<file path="src/rtl/csrbrg_pkg.sv">
// Shared definitions for the CSR bridge family: FSM state encoding and
// width helpers derived from the Wishbone data width.
package csrbrg_pkg;

   typedef enum logic [2:0] {
      IDLE  = 3'd0,
      RWAIT = 3'd1,
      MERGE = 3'd2,
      WRITE = 3'd3,
      ACK   = 3'd4
   } state_t;

   // Number of byte lanes in a data word.
   function automatic int sel_width(input int dw);
      return dw / 8;
   endfunction

   // Low byte-address bits dropped to form a word address.
   function automatic int word_shift(input int dw);
      return $clog2(dw / 8);
   endfunction

endpackage

</file>
<file path="src/rtl/csrbrg_merge.sv">
// Byte-lane merge: each lane takes the new write byte when its select bit is
// set, otherwise keeps the byte read back from the CSR bus.
module csrbrg_merge
   import csrbrg_pkg::*;
#(
   parameter int DW = 32
) (
   input  logic [DW-1:0]              wr_dat,
   input  logic [DW-1:0]              rd_dat,
   input  logic [sel_width(DW)-1:0]   sel,
   output logic [DW-1:0]              merged
);

   genvar gi;
   generate
      for (gi = 0; gi < sel_width(DW); gi++) begin : g_lane
         assign merged[gi*8 +: 8] = sel[gi] ? wr_dat[gi*8 +: 8] : rd_dat[gi*8 +: 8];
      end
   endgenerate

endmodule

</file>
<file path="src/rtl/csrbrg_rmw.sv">
// Wishbone slave to CSR bus master bridge. Full-word writes go straight to the
// CSR bus; reads wait RD_LATENCY edges for csr_di; byte-select writes are done
// as read, merge, write. Dropping wb_cyc_i before the write strobe aborts.
module csrbrg_rmw
   import csrbrg_pkg::*;
#(
   parameter int CSR_AW     = 14,
   parameter int DW         = 32,
   parameter int RD_LATENCY = 1
) (
   input  logic                      sys_clk,
   input  logic                      sys_rst,
   input  logic [31:0]               wb_adr_i,
   input  logic [DW-1:0]             wb_dat_i,
   output logic [DW-1:0]             wb_dat_o,
   input  logic [sel_width(DW)-1:0]  wb_sel_i,
   input  logic                      wb_cyc_i,
   input  logic                      wb_stb_i,
   input  logic                      wb_we_i,
   output logic                      wb_ack_o,
   output logic [CSR_AW-1:0]         csr_a,
   output logic                      csr_we,
   output logic [DW-1:0]             csr_do,
   input  logic [DW-1:0]             csr_di
);

   localparam int WS = word_shift(DW);

   state_t              state_reg, state_next;
   logic [2:0]          cnt_reg, cnt_next;
   logic                is_wr_reg, is_wr_next;
   logic [CSR_AW-1:0]   csr_a_reg, csr_a_next;
   logic [DW-1:0]       csr_do_reg, csr_do_next;
   logic                csr_we_reg, csr_we_next;
   logic                ack_reg, ack_next;
   logic [DW-1:0]       dat_reg, dat_next;
   logic [DW-1:0]       merged;
   logic                full_sel;

   // Only the word-address slice of the byte address is decoded.
   logic unused_adr;
   assign unused_adr = ^wb_adr_i;

   assign full_sel = &wb_sel_i;

   csrbrg_merge #(.DW(DW)) u_merge (
      .wr_dat (wb_dat_i),
      .rd_dat (csr_di),
      .sel    (wb_sel_i),
      .merged (merged)
   );

   // State and output registers; reset drops any in-flight transfer.
   always_ff @(posedge sys_clk or posedge sys_rst) begin
      if (sys_rst) begin
         state_reg  <= IDLE;
         cnt_reg    <= 3'd0;
         is_wr_reg  <= 1'b0;
         csr_a_reg  <= '0;
         csr_do_reg <= '0;
         csr_we_reg <= 1'b0;
         ack_reg    <= 1'b0;
         dat_reg    <= '0;
      end else begin
         state_reg  <= state_next;
         cnt_reg    <= cnt_next;
         is_wr_reg  <= is_wr_next;
         csr_a_reg  <= csr_a_next;
         csr_do_reg <= csr_do_next;
         csr_we_reg <= csr_we_next;
         ack_reg    <= ack_next;
         dat_reg    <= dat_next;
      end
   end

   // Next-state logic; csr_we and ack are single-cycle so they default low.
   always_comb begin
      state_next  = state_reg;
      cnt_next    = cnt_reg;
      is_wr_next  = is_wr_reg;
      csr_a_next  = csr_a_reg;
      csr_do_next = csr_do_reg;
      csr_we_next = 1'b0;
      ack_next    = 1'b0;
      dat_next    = dat_reg;
      case (state_reg)
         IDLE: begin
            if (wb_cyc_i && wb_stb_i) begin
               csr_a_next = wb_adr_i[CSR_AW+WS-1:WS];
               is_wr_next = wb_we_i;
               if (wb_we_i && full_sel) begin
                  csr_do_next = wb_dat_i;
                  csr_we_next = 1'b1;
                  state_next  = WRITE;
               end else begin
                  cnt_next   = 3'(RD_LATENCY);
                  state_next = RWAIT;
               end
            end
         end
         RWAIT: begin
            if (!wb_cyc_i) begin
               cnt_next   = 3'd0;
               state_next = IDLE;
            end else begin
               cnt_next = cnt_reg - 3'd1;
               if (cnt_reg == 3'd1) begin
                  if (is_wr_reg) begin
                     state_next = MERGE;
                  end else begin
                     dat_next   = csr_di;
                     ack_next   = 1'b1;
                     state_next = ACK;
                  end
               end
            end
         end
         MERGE: begin
            if (!wb_cyc_i) begin
               state_next = IDLE;
            end else begin
               csr_do_next = merged;
               csr_we_next = 1'b1;
               state_next  = WRITE;
            end
         end
         WRITE: begin
            // Strobe already issued: the write is committed, ack regardless.
            ack_next   = 1'b1;
            state_next = ACK;
         end
         ACK: begin
            state_next = IDLE;
         end
         default: begin
            state_next = IDLE;
         end
      endcase
   end

   assign wb_dat_o = dat_reg;
   assign wb_ack_o = ack_reg;
   assign csr_a    = csr_a_reg;
   assign csr_we   = csr_we_reg;
   assign csr_do   = csr_do_reg;

endmodule

</file>
<file path="config.mk">
export PLATFORM = sky130hd
export DESIGN_NAME = csrbrg_rmw
export DESIGN_NICKNAME = d
export VERILOG_FILES = /design/src/rtl/csrbrg_pkg.sv /design/src/rtl/csrbrg_merge.sv /design/src/rtl/csrbrg_rmw.sv
export SDC_FILE = /design/constraint.sdc
export NUM_CORES = 1
export LEC_CHECK = 0
export CORE_AREA = 2 2 105 107
export CTS_BUF_LIST = sky130_fd_sc_hd__clkbuf_16
export DETAILED_ROUTE_END_ITERATION = 12
export DIE_AREA = 0 0 107 109
export HOLD_SLACK_MARGIN = 0.03
export PLACE_DENSITY = 0.76
export SYNTH_ARGS = -nofsm -noshare
export SYNTH_HDL_FRONTEND = slang
export SYNTH_SLANG_ARGS = --single-unit
</file>
<file path="constraint.sdc">
create_clock -name sys_clk -period 2.55 [get_ports sys_clk]
set_input_delay 0.3825 -clock sys_clk [delete_from_list [all_inputs] [get_ports sys_clk]]
set_output_delay 0.3825 -clock sys_clk [all_outputs]
set_load 0.05 [all_outputs]
</file>
==> results by group <==
Floorplan
  • Die X: 107 um
  • Site Rows: 38
  • Die footprint: 11660 um^2
  • Core Area: 10600 um^2
  • Initial Util: 36.03%
  • Boundary Pins: 185
  • Die Y-Extent: 109 um

Global route
  • Number of antenna violations at the first check in global routing: 0
  • First-pass GRT wire length: 14.90 mm
  • Vias in the first global route: 3050
  • Total track usage: 16.47%
  • Remaining global-route overflow: 0
  • Largest net degree at the start of global routing: 66

Power
  • Maximum vdd drop: 0.0006458 V
  • Pwr dens: 1383 nW/um^2
  • Pleak: 2.503 nW

Critical path
  • Startpoint types: flip-flop
  • Crit Path Class: reg -> reg
  • Crit Path Max Fanout: 12
  • Critical Path RT: 2.76 ns
  • CP Capture Type: flip-flop
  • Worst EP arrival: 2.17 ns

Worst hold path
  • Hold crit path type: in -> async

Finish
  • Antenna diodes: 0
  • Util after Layout: 56.24%
  • Share of cells above drive strength 1: 18.83%
  • Synthesis-to-finish area growth: 56.11%
  • Most common cell after layout, fill and taps aside: clkdlybuf4s50_1
  • Fin cells: 602
  • Final net count: 565
  • Highest-count cells in the layout ignoring fill and taps: clkdlybuf4s50_1, dfrtp_1, mux2_2

Timing
  • Fin. Hold Viols: 0
  • Least-Margin Pin Slew: 0.6934 ns
  • RSZ-0062 raised after global routing: false
  • Final period utilization: 77.02%
  • Setup_tns: 0 ns
  • Rel. slew slack: 53.77%
  • Fmax: 509.2 MHz
  • Final Max Slew Viols: 0
  • Worst Skew: 0.006715 ns
  • Minimum clock period after layout: 1.964 ns
  • # setup viols final: 0

Drt
  • Via Count: 2858
  • Routed WL per cell: 15.60 um
  • Remaining DRCs: 0
  • Final wirelength: 9.393 mm
  • Initial DRC count: 109
  • Vias per cell: 4.748
  • Final ANT Viol Nets: 0
  • Pre-Repair DR Iteration Count: 4

Synth
  • Complex-gate fraction of the synthesized area: 7.435%
  • Share of the synthesized area in the top cell type: 56.99%
  • Post-synth EDFFs: 0
  • Async SR Flop Fraction: 100.0%
  • Synthesized netlist cell count: 290
  • Synth Area in XOR/XNOR: 0.2293%
  • Syn_nets: 397
  • Synth Warn #: 0
  • Adder-cell share of the synthesized area: 0.6551%
  • Area contributors post-synth: dfrtp_1, mux2_2, mux2i_1, nand2_1, o21ai_1
  • Top FF cell, synth: dfrtp_1
  • Area leader, netlist: dfrtp_1
  • Synth Area per Inst: 13.17 um^2
  • Post-Synth Simple-Gate Area: 9.073%
  • Post-Syn Area: 3820 um^2
  • Main combinational cell family by area after synthesis: multiplexers
  • Mux cell area share after synthesis: 21.95%
  • Yosys cell types: 34
  • Sequential area share after synthesis: 56.99%
  • Synth Register Bits: 87

Clocking
  • Clock transition at the registers of the reported paths: 0.06 ns
  • H-tree depth: 3
  • CTS buffer count: 9
  • CTS hold repair buffers: 0
  • Clk sinks: 87
  • Post-CTS resize count: 0
  • Post-CTS setup-driven buffer insertion count: 0
  • CTS tree: yes
  • CTS Buffer Depth: 2
  • CTS Root Cell: clkbuf_16
  • Worst skew pair latency: 0.33 ns

Flow run
  • Max-cap viol count: 0

Placed design
  • Final weighted congestion in routability-driven placement: 0.7761
  • Post-DP HPWL: 7.126 mm
  • IO Port Bufs: 166
  • Placed Cells incl. Taps: 587

Outcome
  • Status: completed
[per-layer routing]
layer | GRT usage (%) | up-vias | wire (um)
li1 | - | 1361 | -
met3 | 4.842 | 15 | 711
met2 | 28.98 | 106 | 4781
met5 | 0 | - | 0
met1 | 18.85 | 1376 | 3742
met4 | 6.679 | 0 | 157
[synthesized netlist by cell type (4+ instances only)]
cell / count
mux2i_1: 32
nand2_1: 35
mux2_2: 46
nor2_8: 4
buf_2: 5
dfrtp_1: 87
o21ai_2: 10
buf_6: 5
o21ai_1: 22
inv_1: 6
[critical path: stages, from the launching register on]
cell and delay, ns:
dfrtp_1 0.48, or3b_1 0.71, nor2_8 0.33, mux2i_1 0.26, o21ai_2 0.06
[where the power goes]
| part | leakage, nW | total, mW | internal, mW | switching [mW] |
|---|---|---|---|---|
| clock network | 0.154 | 1.34 | 0.842 | 0.502 |
| logic | 1.26 | 4.54 | 1.64 | 2.90 |
| registers | 1.09 | 2.37 | 2.02 | 0.347 |
| total | 2.50 | 8.25 | 4.50 | 3.75 |
[path summary, 6_finish.rpt]
kind	from	endpoint	slack [ns]	depth (start not counted)
max	state_reg[0]	csr_do[31]	0.59	4
min	sys_rst	wb_dat_o[23]	0.43	2
max reg2reg	state_reg[0]	csr_do[31]	0.59	4
min reg2reg	csr_do[31]	csr_do[31]	0.47	2
max in group asynchronous	sys_rst	csr_do[13]	1.45	3
min in group sys_clk	csr_do[31]	csr_do[31]	0.47	2
[area by class of cell]
class / count / area, um^2
Fill cell: 911 / 4639
Sequential cell: 87 / 2177
Timing Repair Buffer: 173 / 1764
Multi-Input combinational cell: 181 / 1518
Clock buffer: 9 / 225.2
Tap cell: 140 / 175.2
Clock inverter: 6 / 77.57
Inverter: 6 / 26.28
[kinds of logic (layout without fill, tap and decap cells)]
kind of cell | Yosys count | in the layout
flip-flops | 87 | 87
multiplexers | 78 | 78
AND/OR/NAND/NOR | 56 | 56
AO/OA/AOI/OAI | 44 | 44
buffers and inverters | 22 | 194
adder cells (fa/ha/maj) | 2 | 2
XOR/XNOR | 1 | 1
[stage by stage]
step	instance area, um^2	hold WS [ns]	setup WS [ns]	total power, mW
detailed placement	5660	0.4648	0.3162	6.965
global route	5963	0.4567	0.4758	8.633
CTS	5963	0.4393	0.5684	8.342
global placement	5660	0.4601	0.3577	6.870
finish	5963	0.4275	0.5861	8.249
floorplan	3824	0.4561	0.9299	5.340
Power figures use the tool's default switching activity.
